[src/rtl/muldiv_unit.sv]
// Iterative multiply/divide unit with HI/LO result registers: one shift-add or
// restoring shift-subtract step per cycle on operand magnitudes, sign fix-up at the end.
`timescale 1ns/1ps
module muldiv_unit #(
  parameter int WIDTH = 32
) (
  input  logic             clk,
  input  logic             reset,
  input  logic             start,
  input  logic [1:0]       op,
  input  logic [WIDTH-1:0] opr1,
  input  logic [WIDTH-1:0] opr2,
  input  logic             cancel,
  input  logic             hi_we,
  input  logic             lo_we,
  input  logic [WIDTH-1:0] wdata,
  output logic             busy,
  output logic             done,
  output logic             dz,
  output logic [WIDTH-1:0] hi,
  output logic [WIDTH-1:0] lo
);

  localparam int CW = $clog2(WIDTH) + 1;

  typedef enum logic [1:0] {
    IDLE   = 2'd0,
    RUN    = 2'd1,
    FINISH = 2'd2
  } state_t;

  state_t              state_r;
  logic [CW-1:0]       cnt_r;
  logic                is_div_r;
  logic                q_neg_r;
  logic                r_neg_r;
  logic                dz_pend_r;
  logic [WIDTH-1:0]    opb_r;
  logic [2*WIDTH-1:0]  acc_r;
  logic [WIDTH-1:0]    rem_r;

  logic                a_neg_s;
  logic                b_neg_s;
  logic [WIDTH-1:0]    a_mag_s;
  logic [WIDTH-1:0]    b_mag_s;
  logic [WIDTH:0]      mul_add_s;
  logic [WIDTH:0]      mul_sum_s;
  logic [WIDTH:0]      div_shift_s;
  logic [WIDTH:0]      div_diff_s;
  logic [2*WIDTH-1:0]  prod_s;
  logic [WIDTH-1:0]    quo_s;
  logic [WIDTH-1:0]    rem_fix_s;
  logic [WIDTH-1:0]    res_hi_s;
  logic [WIDTH-1:0]    res_lo_s;

  // Operand sign-magnitude conversion; MULTU/DIVU (op[0]=1) pass operands unchanged.
  always_comb begin
    a_neg_s = ~op[0] & opr1[WIDTH-1];
    b_neg_s = ~op[0] & opr2[WIDTH-1];
    if (a_neg_s) a_mag_s = -opr1;
    else         a_mag_s = opr1;
    if (b_neg_s) b_mag_s = -opr2;
    else         b_mag_s = opr2;
  end

  // One iteration: shift-add for multiply, restoring shift-subtract for divide.
  always_comb begin
    if (acc_r[0]) mul_add_s = {1'b0, opb_r};
    else          mul_add_s = '0;
    mul_sum_s   = {1'b0, acc_r[2*WIDTH-1:WIDTH]} + mul_add_s;
    div_shift_s = {rem_r, acc_r[WIDTH-1]};
    div_diff_s  = div_shift_s - {1'b0, opb_r};
  end

  // Sign fix-up; a zero divisor forces an all-ones quotient, and the remainder
  // path already reproduces the original dividend in that case.
  always_comb begin
    if (q_neg_r) prod_s = -acc_r;
    else         prod_s = acc_r;
    if (dz_pend_r)    quo_s = '1;
    else if (q_neg_r) quo_s = -acc_r[WIDTH-1:0];
    else              quo_s = acc_r[WIDTH-1:0];
    if (r_neg_r) rem_fix_s = -rem_r;
    else         rem_fix_s = rem_r;
    if (is_div_r) begin
      res_hi_s = rem_fix_s;
      res_lo_s = quo_s;
    end else begin
      res_hi_s = prod_s[2*WIDTH-1:WIDTH];
      res_lo_s = prod_s[WIDTH-1:0];
    end
  end

  // Control FSM, iteration datapath and registered outputs.
  always_ff @(posedge clk or posedge reset) begin
    if (reset) begin
      state_r   <= IDLE;
      cnt_r     <= '0;
      is_div_r  <= 1'b0;
      q_neg_r   <= 1'b0;
      r_neg_r   <= 1'b0;
      dz_pend_r <= 1'b0;
      opb_r     <= '0;
      acc_r     <= '0;
      rem_r     <= '0;
      busy      <= 1'b0;
      done      <= 1'b0;
      dz        <= 1'b0;
      hi        <= '0;
      lo        <= '0;
    end else begin
      done <= 1'b0;
      case (state_r)
        IDLE: begin
          if (hi_we) hi <= wdata;
          if (lo_we) lo <= wdata;
          if (start) begin
            is_div_r  <= op[1];
            q_neg_r   <= a_neg_s ^ b_neg_s;
            r_neg_r   <= a_neg_s;
            dz_pend_r <= op[1] & (opr2 == '0);
            // Low half holds the multiplier for MULT, the dividend for DIV.
            acc_r     <= {{WIDTH{1'b0}}, (op[1] ? a_mag_s : b_mag_s)};
            opb_r     <= op[1] ? b_mag_s : a_mag_s;
            rem_r     <= '0;
            cnt_r     <= '0;
            busy      <= 1'b1;
            state_r   <= RUN;
          end
        end
        RUN: begin
          if (cancel) begin
            busy    <= 1'b0;
            state_r <= IDLE;
          end else begin
            if (is_div_r) begin
              acc_r[WIDTH-1:0] <= {acc_r[WIDTH-2:0], ~div_diff_s[WIDTH]};
              rem_r <= div_diff_s[WIDTH] ? div_shift_s[WIDTH-1:0] : div_diff_s[WIDTH-1:0];
            end else begin
              acc_r <= {mul_sum_s, acc_r[WIDTH-1:1]};
            end
            cnt_r <= cnt_r + CW'(1);
            if (cnt_r == CW'(WIDTH - 1)) state_r <= FINISH;
          end
        end
        FINISH: begin
          busy    <= 1'b0;
          state_r <= IDLE;
          if (!cancel) begin
            hi   <= res_hi_s;
            lo   <= res_lo_s;
            dz   <= dz_pend_r;
            done <= 1'b1;
          end
        end
        default: begin
          busy    <= 1'b0;
          state_r <= IDLE;
        end
      endcase
    end
  end

endmodule

[config.mk]
export PLATFORM = sky130hd
export DESIGN_NAME = muldiv_unit
export DESIGN_NICKNAME = d
export VERILOG_FILES = /design/src/rtl/muldiv_unit.sv
export SDC_FILE = /design/constraint.sdc
export NUM_CORES = 1
export LEC_CHECK = 0
export CAP_MARGIN = 20
export CORE_MARGIN = 4
export CORE_UTILIZATION = 25
export DETAILED_ROUTE_END_ITERATION = 12
export DONT_BUFFER_PORTS = 1
export GPL_ROUTABILITY_DRIVEN = 0
export PLACE_DENSITY = 0.45
export REMOVE_ABC_BUFFERS = 1
export SLEW_MARGIN = 20
export SYNTH_ARGS = -nofsm -noshare
export SYNTH_HDL_FRONTEND = slang
export SYNTH_SLANG_ARGS = --single-unit
[constraint.sdc]
create_clock -name clk -period 9.06 [get_ports clk]
set_clock_uncertainty 0.15 [all_clocks]
set_input_delay 1.812 -clock clk [delete_from_list [all_inputs] [get_ports clk]]
set_output_delay 1.812 -clock clk [all_outputs]
set_load 0.005 [all_outputs]
==> impl_metrics.env <==
export IMPL_status="completed"
export IMPL_p_sw_uw=1780
export IMPL_port_buffers=0
export IMPL_worstMarginPinSlew_ns=0.995
export IMPL_period_needed_ns=4.56
export IMPL_antenna_found_initial=0
export IMPL_synth_edf_count=0
export IMPL_boundaryPins=171
export IMPL_final_hold_viol_count=0
export IMPL_htree_num_levels=1
export IMPL_p_comb_frac=0.376
export IMPL_die_area_um2=70500
export IMPL_synth_avg_cell_area_um2=7.84
export IMPL_tritoncts="yes"
export IMPL_routedWlPerCell_um=21.4
export IMPL_ant_nets=0
export IMPL_clock_root_buffer="clkbuf_16"
export IMPL_grt_pass1_vias=14511
export IMPL_synth_seq_area_share=0.313
export IMPL_cts_sinks=207
export IMPL_row_count=94
export IMPL_yosysWarnings=0
export IMPL_p_sw_frac=0.423
export IMPL_hp_class="reg -> reg"
export IMPL_final_util=0.278
export IMPL_insertedDiodeCount=0
export IMPL_internal_power_uw=2430
export IMPL_synthFlopType="dfrtp_1"
export IMPL_crit_path_start_kind="flop"
export IMPL_grt_start_max_net_pins=112
export IMPL_clk_insertion_delay_late_ns=0.58
export IMPL_nets=2203
export IMPL_fp_coreArea_um2=65700
export IMPL_syn_inst=2114
export IMPL_hold_buffers=0
export IMPL_arrival_ns=4.89
export IMPL_area_delta_synth_final_pct=10.3
export IMPL_dieWidth_um=265
export IMPL_grtUsageTotal=0.170
export IMPL_multi_input_area_um2=10700
export IMPL_rsz0062_at_grt="no"
export IMPL_irDropWorstVdd_mv=0.143
export IMPL_fin_crit_sh=0.504
export IMPL_cap_violations=0
export IMPL_fill_cells=7029
export IMPL_cts_setup_buffers=0
export IMPL_die_h_um=265
export IMPL_grt_pass1_wl_mm=93.5
export IMPL_place_hpwl_mm=48.9
export IMPL_cts_resized=0
export IMPL_power_density_nw_per_um2=231
export IMPL_setup_viol=0
export IMPL_power_frac_seq=0.356
export IMPL_cp_end_kind="flop"
export IMPL_p_leak_uw=0.00752
export IMPL_synth_seq_cells=207
export IMPL_required_ns=9.38
export IMPL_route_vias_total=15210
export IMPL_synth_area_um2=16600
export IMPL_path_clk_slew_ns=0.06
export IMPL_crit_type="reg -> reg"
export IMPL_yosys_cell_types_count=71
export IMPL_drive_gt1_frac=0.0488
export IMPL_drc=0
export IMPL_initial_core_util=0.252
export IMPL_wl_mm=62.2
export IMPL_drtIter0Drc=1254
export IMPL_grt_ovfl_total=0
export IMPL_cts_made_buffers=27
export IMPL_cp_max_fo=37
export IMPL_slew_headroom=0.337
export IMPL_drtPass1Iterations=5
export IMPL_tns_ns=0
export IMPL_viasPerCell=5.22
export IMPL_pwr_share_clk=0.268
export IMPL_async_flop_share=1.00
export IMPL_r2r_setup_slack_ns=4.50
export IMPL_clock_path_buffers=3
export IMPL_slew_viol_final=0
export IMPL_seq_area_um2=5180
export IMPL_fmax_mhz=219
## flip-flops by register name, summed over array words and instances, names as in the netlist, 2 cells and up
register,cells
acc_r,64
cnt_r,6
hi,32
lo,32
opb_r,32
rem_r,32
state_r,2
## power by group through the flow
stage | sequential [uW] | combinational, uW | clock (uW)
final | 1500 | 1590 | 1130
after global routing | 1530 | 1780 | 1190
after CTS | 1490 | 1590 | 1160
after detailed placement | 1510 | 1580 | 0
after global placement | 1510 | 1560 | 0
after floorplan | 1360 | 1180 | 0
## through the flow
| stage | instances | hold slack (ns) | total power (uW) | setup WS [ns] | instance area [um^2] |
|---|---|---|---|---|---|
| floorplan | 1980 | 0.292 | 2540 | 1.45 | 16100 |
| global placement | 2863 | 0.319 | 3070 | 4.05 | 17300 |
| detailed placement | 2863 | 0.323 | 3090 | 4.08 | 17300 |
| CTS | 2913 | 0.338 | 4240 | 4.49 | 18300 |
| global route | 2913 | 0.367 | 4500 | 4.15 | 18300 |
| finish | 2913 | 0.337 | 4210 | 4.50 | 18300 |
## final timing paths
| check | cells past startpoint | startpoint | to |
|---|---|---|---|
| worst max-delay path | 13 | acc_r[31] | rem_r[30] |
| worst min-delay path | 2 | opb_r[7] | opb_r[7] |
| worst max register to register | 13 | acc_r[31] | rem_r[30] |
| worst min register to register | 2 | opb_r[7] | opb_r[7] |
| max in group asynchronous | 2 | reset | is_div_r |
| min in group asynchronous | 1 | reset | acc_r[9] |
## cell usage after synthesis, types with 34 or more instances
cell	count	area [um^2]
nand2_1	266	998
o21ai_0	241	1210
dfrtp_1	207	5180
a21oi_1	200	1000
nor2_1	187	702
xnor2_1	121	1060
clkbuf_1	118	443
xor2_1	85	744
mux2i_1	76	761
ha_1	69	863
inv_1	63	236
nor3_1	40	200
o22ai_1	34	213
## kinds of logic after synthesis
group	Yosys count	synth area share
simple gates	685	0.189
mux	82	0.0502
flops	207	0.313
xor+xnor	207	0.110
buf+inv	197	0.0455
compound gates	665	0.239
fa+ha+maj	71	0.0545
## metal layers
metal  wire length (um)  share of wire  vias to the layer above  global-route usage
met5                  0              0                        -                   0
met4               2340          0.038                        0              0.0590
met3               3790          0.061                       85              0.0278
met2              28100           0.45                      409               0.272
met1              28000           0.45                     7337               0.232
li1                   -              -                     7379                   -
## cells in the final DEF (no fill, tap or decap), types with 24 or more instances in the layout
cell type and n:
nand2_1 266, o21ai_0 241, dfrtp_1 205, a21oi_1 199, nor2_1 186, xnor2_1 121
xor2_1 85, mux2i_1 76, ha_1 69, inv_1 62, nor3_1 40, o22ai_1 34
nand3_1 32, o31ai_1 32, o211ai_1 27, clkbuf_16 27, o41ai_1 26, nand2b_1 24
## critical path, stage by stage (launching register included)
cell,delay [ns]
dfrtp_1,0.53
inv_1,0.14
ha_1,0.24
fa_1,0.39
nand2b_1,0.20
a21oi_1,0.27
o21ai_0,0.26
o211ai_1,0.39
a21oi_1,0.20
o31ai_2,0.44
xor2_4,0.16
buf_4,0.51
o2111ai_1,0.30
o221ai_1,0.25
## cell type report
type	instances	area share
multi-input cells	1710	0.584
flip-flops and latches	207	0.284
clock buffers	40	0.0446
inverters	63	0.0134
clock inverters	10	0.00664
repair buffers	19	0.00801
well taps	864	0.0592
(Power assumes the default switching activity.)
